===== src/rtl/pc_fetch_ctrl.sv =====
// PC register and instruction-fetch sequencer: REQ -> WAIT -> EXEC per instruction.
// Optional `PC_ALIGN_CHECK_EN adds o_pc_misalign and a halt state on misaligned next PC.
module pc_fetch_ctrl #(
   parameter int              XLEN     = 32,
   parameter logic [XLEN-1:0] RESET_PC = 32'h8000_0000
) (
   input  logic            i_clk,
   input  logic            i_rst_n,
   input  logic [1:0]      i_pc_src,
   input  logic [XLEN-1:0] i_imm,
   input  logic [XLEN-1:0] i_rs1_data,
   input  logic [XLEN-1:0] i_csr_pc,
   input  logic            i_commit,
   output logic            o_ifu_req_valid,
   input  logic            i_ifu_req_ready,
   output logic [XLEN-1:0] o_ifu_addr,
   input  logic            i_ifu_rsp_valid,
   input  logic [XLEN-1:0] i_ifu_rsp_data,
`ifdef PC_ALIGN_CHECK_EN
   output logic            o_pc_misalign,
`endif
   output logic [XLEN-1:0] o_pc,
   output logic [XLEN-1:0] o_inst,
   output logic            o_inst_valid
);

   typedef enum logic [1:0] {
      S_REQ  = 2'd0,
      S_WAIT = 2'd1,
      S_EXEC = 2'd2,
      S_HALT = 2'd3
   } state_t;

   state_t          r_state;
   state_t          w_state_next;
   logic [XLEN-1:0] r_pc;
   logic [XLEN-1:0] r_inst;
   logic            r_inst_valid;
   logic [XLEN-1:0] w_next_pc;
   logic [XLEN-1:0] w_jalr_sum;
   logic            w_req_valid;
   logic            w_load_inst;
   logic            w_take_commit;
`ifdef PC_ALIGN_CHECK_EN
   logic            r_pc_misalign;
   logic            w_halt;
`endif

   assign w_jalr_sum = i_rs1_data + i_imm;

   always_comb begin
      case (i_pc_src)
         2'b00:   w_next_pc = r_pc + XLEN'(4);
         2'b01:   w_next_pc = r_pc + i_imm;
         2'b10:   w_next_pc = w_jalr_sum & ~XLEN'(1);
         default: w_next_pc = i_csr_pc;
      endcase
   end

   always_comb begin
      w_state_next  = r_state;
      w_req_valid   = 1'b0;
      w_load_inst   = 1'b0;
      w_take_commit = 1'b0;
`ifdef PC_ALIGN_CHECK_EN
      w_halt        = 1'b0;
`endif
      case (r_state)
         S_REQ: begin
            w_req_valid = 1'b1;
            if (i_ifu_req_ready) w_state_next = S_WAIT;
         end
         S_WAIT: begin
            if (i_ifu_rsp_valid) begin
               w_load_inst  = 1'b1;
               w_state_next = S_EXEC;
            end
         end
         S_EXEC: begin
            if (i_commit) begin
`ifdef PC_ALIGN_CHECK_EN
               if (w_next_pc[1:0] != 2'b00) begin
                  w_halt       = 1'b1;
                  w_state_next = S_HALT;
               end else begin
                  w_take_commit = 1'b1;
                  w_state_next  = S_REQ;
               end
`else
               w_take_commit = 1'b1;
               w_state_next  = S_REQ;
`endif
            end
         end
         default: w_state_next = r_state;  // S_HALT: only reset leaves it
      endcase
   end

   always_ff @(posedge i_clk) begin
      if (!i_rst_n) begin
         r_state      <= S_REQ;
         r_pc         <= RESET_PC;
         r_inst       <= '0;
         r_inst_valid <= 1'b0;
`ifdef PC_ALIGN_CHECK_EN
         r_pc_misalign <= 1'b0;
`endif
      end else begin
         r_state <= w_state_next;
         if (w_load_inst) begin
            r_inst       <= i_ifu_rsp_data;
            r_inst_valid <= 1'b1;
         end
         if (w_take_commit) begin
            r_pc         <= w_next_pc;
            r_inst_valid <= 1'b0;
         end
`ifdef PC_ALIGN_CHECK_EN
         if (w_halt) begin
            r_pc_misalign <= 1'b1;
            r_inst_valid  <= 1'b0;
         end
`endif
      end
   end

   // Gated by reset so no request leaks out while the memory side is also in reset.
   assign o_ifu_req_valid = w_req_valid & i_rst_n;
   assign o_ifu_addr      = r_pc;
   assign o_pc            = r_pc;
   assign o_inst          = r_inst;
   assign o_inst_valid    = r_inst_valid;
`ifdef PC_ALIGN_CHECK_EN
   assign o_pc_misalign   = r_pc_misalign;
`endif

endmodule


===== config.mk =====
export PLATFORM = sky130hd
export DESIGN_NAME = pc_fetch_ctrl
export DESIGN_NICKNAME = d
export VERILOG_FILES = /design/src/rtl/pc_fetch_ctrl.sv
export SDC_FILE = /design/constraint.sdc
export NUM_CORES = 1
export LEC_CHECK = 0
export CAP_MARGIN = 10
export CELL_PAD_IN_SITES_DETAIL_PLACEMENT = 2
export CELL_PAD_IN_SITES_GLOBAL_PLACEMENT = 2
export CORE_MARGIN = 1.5
export CORE_UTILIZATION = 26
export DETAILED_ROUTE_END_ITERATION = 16
export PLACE_DENSITY_LB_ADDON = 0.2
export SLEW_MARGIN = 10
export SYNTH_ARGS = -nofsm -noshare
export SYNTH_HDL_FRONTEND = slang
export SYNTH_SLANG_ARGS = --single-unit

===== constraint.sdc =====
create_clock -name i_clk -period 4.1 [get_ports i_clk]
set_input_delay 0.615 -clock i_clk [delete_from_list [all_inputs] [get_ports i_clk]]
set_output_delay 0.615 -clock i_clk [all_outputs]
set_load 0.05 [all_outputs]

==> results.md <==
- The run finished with clean final reports.
- The total count of max-transition violations in the final report is 0.
- The cell count after synthesis is 995.
- Summing the sequential cell areas from Yosys gives 18.0% of the chip area.
- The overall routed net length is 33.0 mm.
- The worst-path cell with the longest stage delay is sky130_fd_sc_hd__clkdlybuf4s50_1.
- The slew at the pin with the worst max-slew slack is 1.10 ns.
- The clock tree root buffer cell is sky130_fd_sc_hd__clkbuf_16.
- The initial utilization of the core area, before any placement, comes to 26.6%.
- The number of nets in the synthesized netlist is 1197.
- The setup slack of the most critical reg-to-reg path is 0.89 ns.
- The count of flip-flops with a built-in enable after synthesis is 0.
- The final cell area excluding filler cells is 0.0104 mm².
- The post-route antenna net violation count is 0.
- For the worst flop-to-flop path, the logic depth is 9.
- The clock drives 67 sinks.
- The I/O pin count is 233.
- The last weighted congestion value of the routability-driven placer is 0.817.
- The count of endpoints failing hold in the final timing report came to 0.
- The highest attainable clock frequency is 0.277 GHz.
- The leading cell type in the layout, fill and taps excluded is sky130_fd_sc_hd__clkdlybuf4s50_1.
- The hold-critical path depth is 2.
- The global-route track usage on met2 is 38.9%.
- Counting flops and latches in the post-synthesis netlist gives 67.
- The global routing met3 resource utilization is 3.32%.
- The maximum level of the CTS H-tree is 3.
- After clock tree synthesis, the setup repair step added 0 buffers.
- The aggregate negative setup slack is 0 ns.
- The internal power of the cells is 1.90 mW.
- The end point of the critical path is o_ifu_addr[30].
- The switching share of power is 44.6%.
- The endpoint arrival time on the critical path is 3.84 ns.
- The number of warnings printed during yosys synthesis is 0.
- The aggregate global routing overflow is 0.
- Setup repair after global routing left no endpoint under its margin.
- For this run, the slowest stage of the critical path takes 0.51 ns.
- For this run, asynchronously set or reset flops after synthesis account for 0%.
- The first-iteration detailed-routing DRC count is 369.
- The setup path with the least slack is of type input port to flip-flop.
- The die is 172 µm tall.
- In the global route stage, overall resource usage came out at 22.3%.
- The critical register-to-register path startpoint is o_ifu_addr[3].
- The number of hold buffers added after CTS was 0.
- Dividing the detail-routed via count by the number of cells gives 5.27.
- The net count of the finished layout is 1400.
- The count of input and output buffers is 232.
- From left edge to right edge, the die measures 172 µm.
- The buffer levels on the longest clock path is 2.
- Cells fill 37.1% of the core in the end.
- The placed instance area is 0.0101 mm².
- The placed wire-length estimate after detailed placement is 26.2 mm.
- The setup skew after layout is 0.0141 ns.
- The wire length per cell after detailed routing is 20.8 µm.
- The worst register-to-register path ends at o_ifu_addr[26].
- The total number of vias is 8332.
- The clock network accounts for 24.7% of the total power.
- The net switching power figure is 1.53 mW.
- The area of the placeable core is 0.0280 mm².
- The worst path in the final design needs a cycle of 3.61 ns, including I/O delays and setup.
- The critical path capture point type is a flip-flop.
- In the final layout, the share of cells above drive strength 1 is 7.40%.
- The critical path contains buffers and inverters numbering 2 combined.
- In this run the power density over the cells is 331 mW/mm².
- The logic depth of the worst setup path including buffers is 12.
- The count of cells resized by post-cts repair is 0.
- The TritonCTS clock tree is done.
- Of the total power, combinational logic draws 51.6%.
- The routing layer with the top usage in global route is met2.
- The signal on the critical path passes through clkdlybuf4s50_1 > inv_1 > fa_1 > and2b_1 > o21bai_4 > a211oi_4 > o221ai_2 > o31a_4 > o211ai_4 > a221o_2 > nor3_1 > or3b_1.
- The leakage power total is 4.01 nW.
- STA classifies the critical path startpoint as an input port.
- The number of distinct library cells after synthesis is 79.
- The completed layout was analyzed and its total power is 3.43 mW.
- The relative max-transition margin is 26.2%.
- Entering global routing, the biggest net connects 36 pins.
- The via count of the first global-routing pass is 8918.
- The final-report setup violation count is 0.
- VDD sags by at most 0.000208 V.
- The cell class contributing the biggest share of worst-path delay is compound AO/OA/AOI/OAI gates.
- The die covers 0.0297 mm².
- The worst hold slack across all endpoints is 0.463 ns.
- The most critical setup path has its startpoint at i_imm[1].
- The latest clock arrival within the worst-skew pair is 0.34 ns.
- The area of the mapped netlist is 0.00745 mm².
- The number of antenna violations at the first check in global routing came to 2.
- In the synthesized netlist the dominant register cell turns out to be sky130_fd_sc_hd__dfxtp_1.
- The library cells used most frequently in the layout, excluding fill and tap cells, are 229 x sky130_fd_sc_hd__clkdlybuf4s50_1, 162 x sky130_fd_sc_hd__nand2_1, 72 x sky130_fd_sc_hd__a21oi_1, 67 x sky130_fd_sc_hd__dfxtp_1.
- The average footprint of a synthesized cell is 7.49 µm².
- The type of the most critical hold path is flip-flop to flip-flop.
- After detailed routing, the number of remaining DRC violations is 0.
- The pre-antenna-repair detailed-routing pass consisted of 4 iterations.
- After clock tree synthesis, the clock-pin slew on the worst setup and hold paths is 0.07 ns.
- The sequential fraction of design power is 23.6%.
- The number of max-cap violations is 0.
- The share of the clock period used by the worst path after layout is 88.0%.
- The global-route wire length before repair is 50.5 mm.
- The area added between synthesis and finish is 39.4%.
- Of all nets on the critical path, the largest fanout is 4.
- The met1 track demand over resource in global routing is 28.5%.
- The floorplan has 61 rows.
- The worst endpoint required time is 4.33 ns.
- The CTS buffer count is 9.
## power by group through the flow
stage	logic, mW	registers, mW	clock network (mW)
floorplan	0.923	1.05	0
finish	1.77	0.811	0.849
CTS	1.79	0.813	0.874
global placement	1.75	0.823	0
global route	1.92	0.825	0.900
detailed placement	1.78	0.828	0
## worst min-delay path by stage
stage                       from      endpoint
CTS                   o_inst[10]    o_inst[10]
finish                o_inst[10]    o_inst[10]
detailed placement  o_inst_valid  o_inst_valid
floorplan             r_state[0]    r_state[0]
global placement       o_inst[8]     o_inst[8]
global route        o_inst_valid  o_inst_valid
## through the flow
| step | worst slack, ns | cells |
|---|---|---|
| floorplan | 0.986 | 995 |
| global placement | 0.139 | 1565 |
| detailed placement | 0.107 | 1565 |
| CTS | 0.467 | 1581 |
| global route | 0.295 | 1581 |
| finish | 0.490 | 1582 |
## cell type report
type | count | area [µm²]
repair buffers | 266 | 2560
clock buffers | 9 | 225
fillers | 3249 | 17600
diodes | 1 | 2.50
multi-input cells | 823 | 5580
well taps | 378 | 473
inverters | 31 | 116
clock inverters | 7 | 83.8
flip-flops and latches | 67 | 1340
## kinds of logic after synthesis
logic type	share of synthesized area, %
AOI/OAI and AO/OA	29.7
xor gates and xnor gates	7.99
adders and majority gates	11.5
buffers and inverters	7.05
DFF	18.0
muxes	4.01
and+or+nand+nor	21.8
## state kept, by name, summed over array words and instances, names as in the netlist
| name | count |
|---|---|
| o_inst | 32 |
| o_ifu_addr | 32 |
| r_state | 2 |
| o_inst_valid | 1 |
## synthesized netlist by cell type (22+ instances only)
cell type                    n  area, µm²
sky130_fd_sc_hd__a21boi_0   40        300
sky130_fd_sc_hd__a21oi_1    72        360
sky130_fd_sc_hd__buf_4      33        248
sky130_fd_sc_hd__clkbuf_1   38        143
sky130_fd_sc_hd__dfxtp_1    67       1340
sky130_fd_sc_hd__ha_1       65        813
sky130_fd_sc_hd__inv_1      31        116
sky130_fd_sc_hd__nand2_1   162        608
sky130_fd_sc_hd__nand3_1    23        115
sky130_fd_sc_hd__nor2_1     65        244
sky130_fd_sc_hd__o21ai_0    56        280
sky130_fd_sc_hd__xnor2_1    46        403
sky130_fd_sc_hd__xor2_1     22        193
## metal layers
metal  routed length [µm]  share of wire, %  up-vias
li1                     -                 -     3998
met1                15000                45     4099
met2                15900                48      200
met3                 1400               4.3       33
met4                  629               1.9        2
met5                   12             0.036        -
## worst register-to-register path, stage by stage (launching register included)
cell and delay, ns:
sky130_fd_sc_hd__dfxtp_1 0.55, sky130_fd_sc_hd__ha_1 0.32, sky130_fd_sc_hd__and4_1 0.33, sky130_fd_sc_hd__nand4_1 0.31, sky130_fd_sc_hd__and3b_1 0.43, sky130_fd_sc_hd__and2_1 0.18
sky130_fd_sc_hd__nand4_1 0.12, sky130_fd_sc_hd__xnor2_1 0.15, sky130_fd_sc_hd__mux4_2 0.47, sky130_fd_sc_hd__a32o_1 0.25
(Power assumes the default switching activity.)
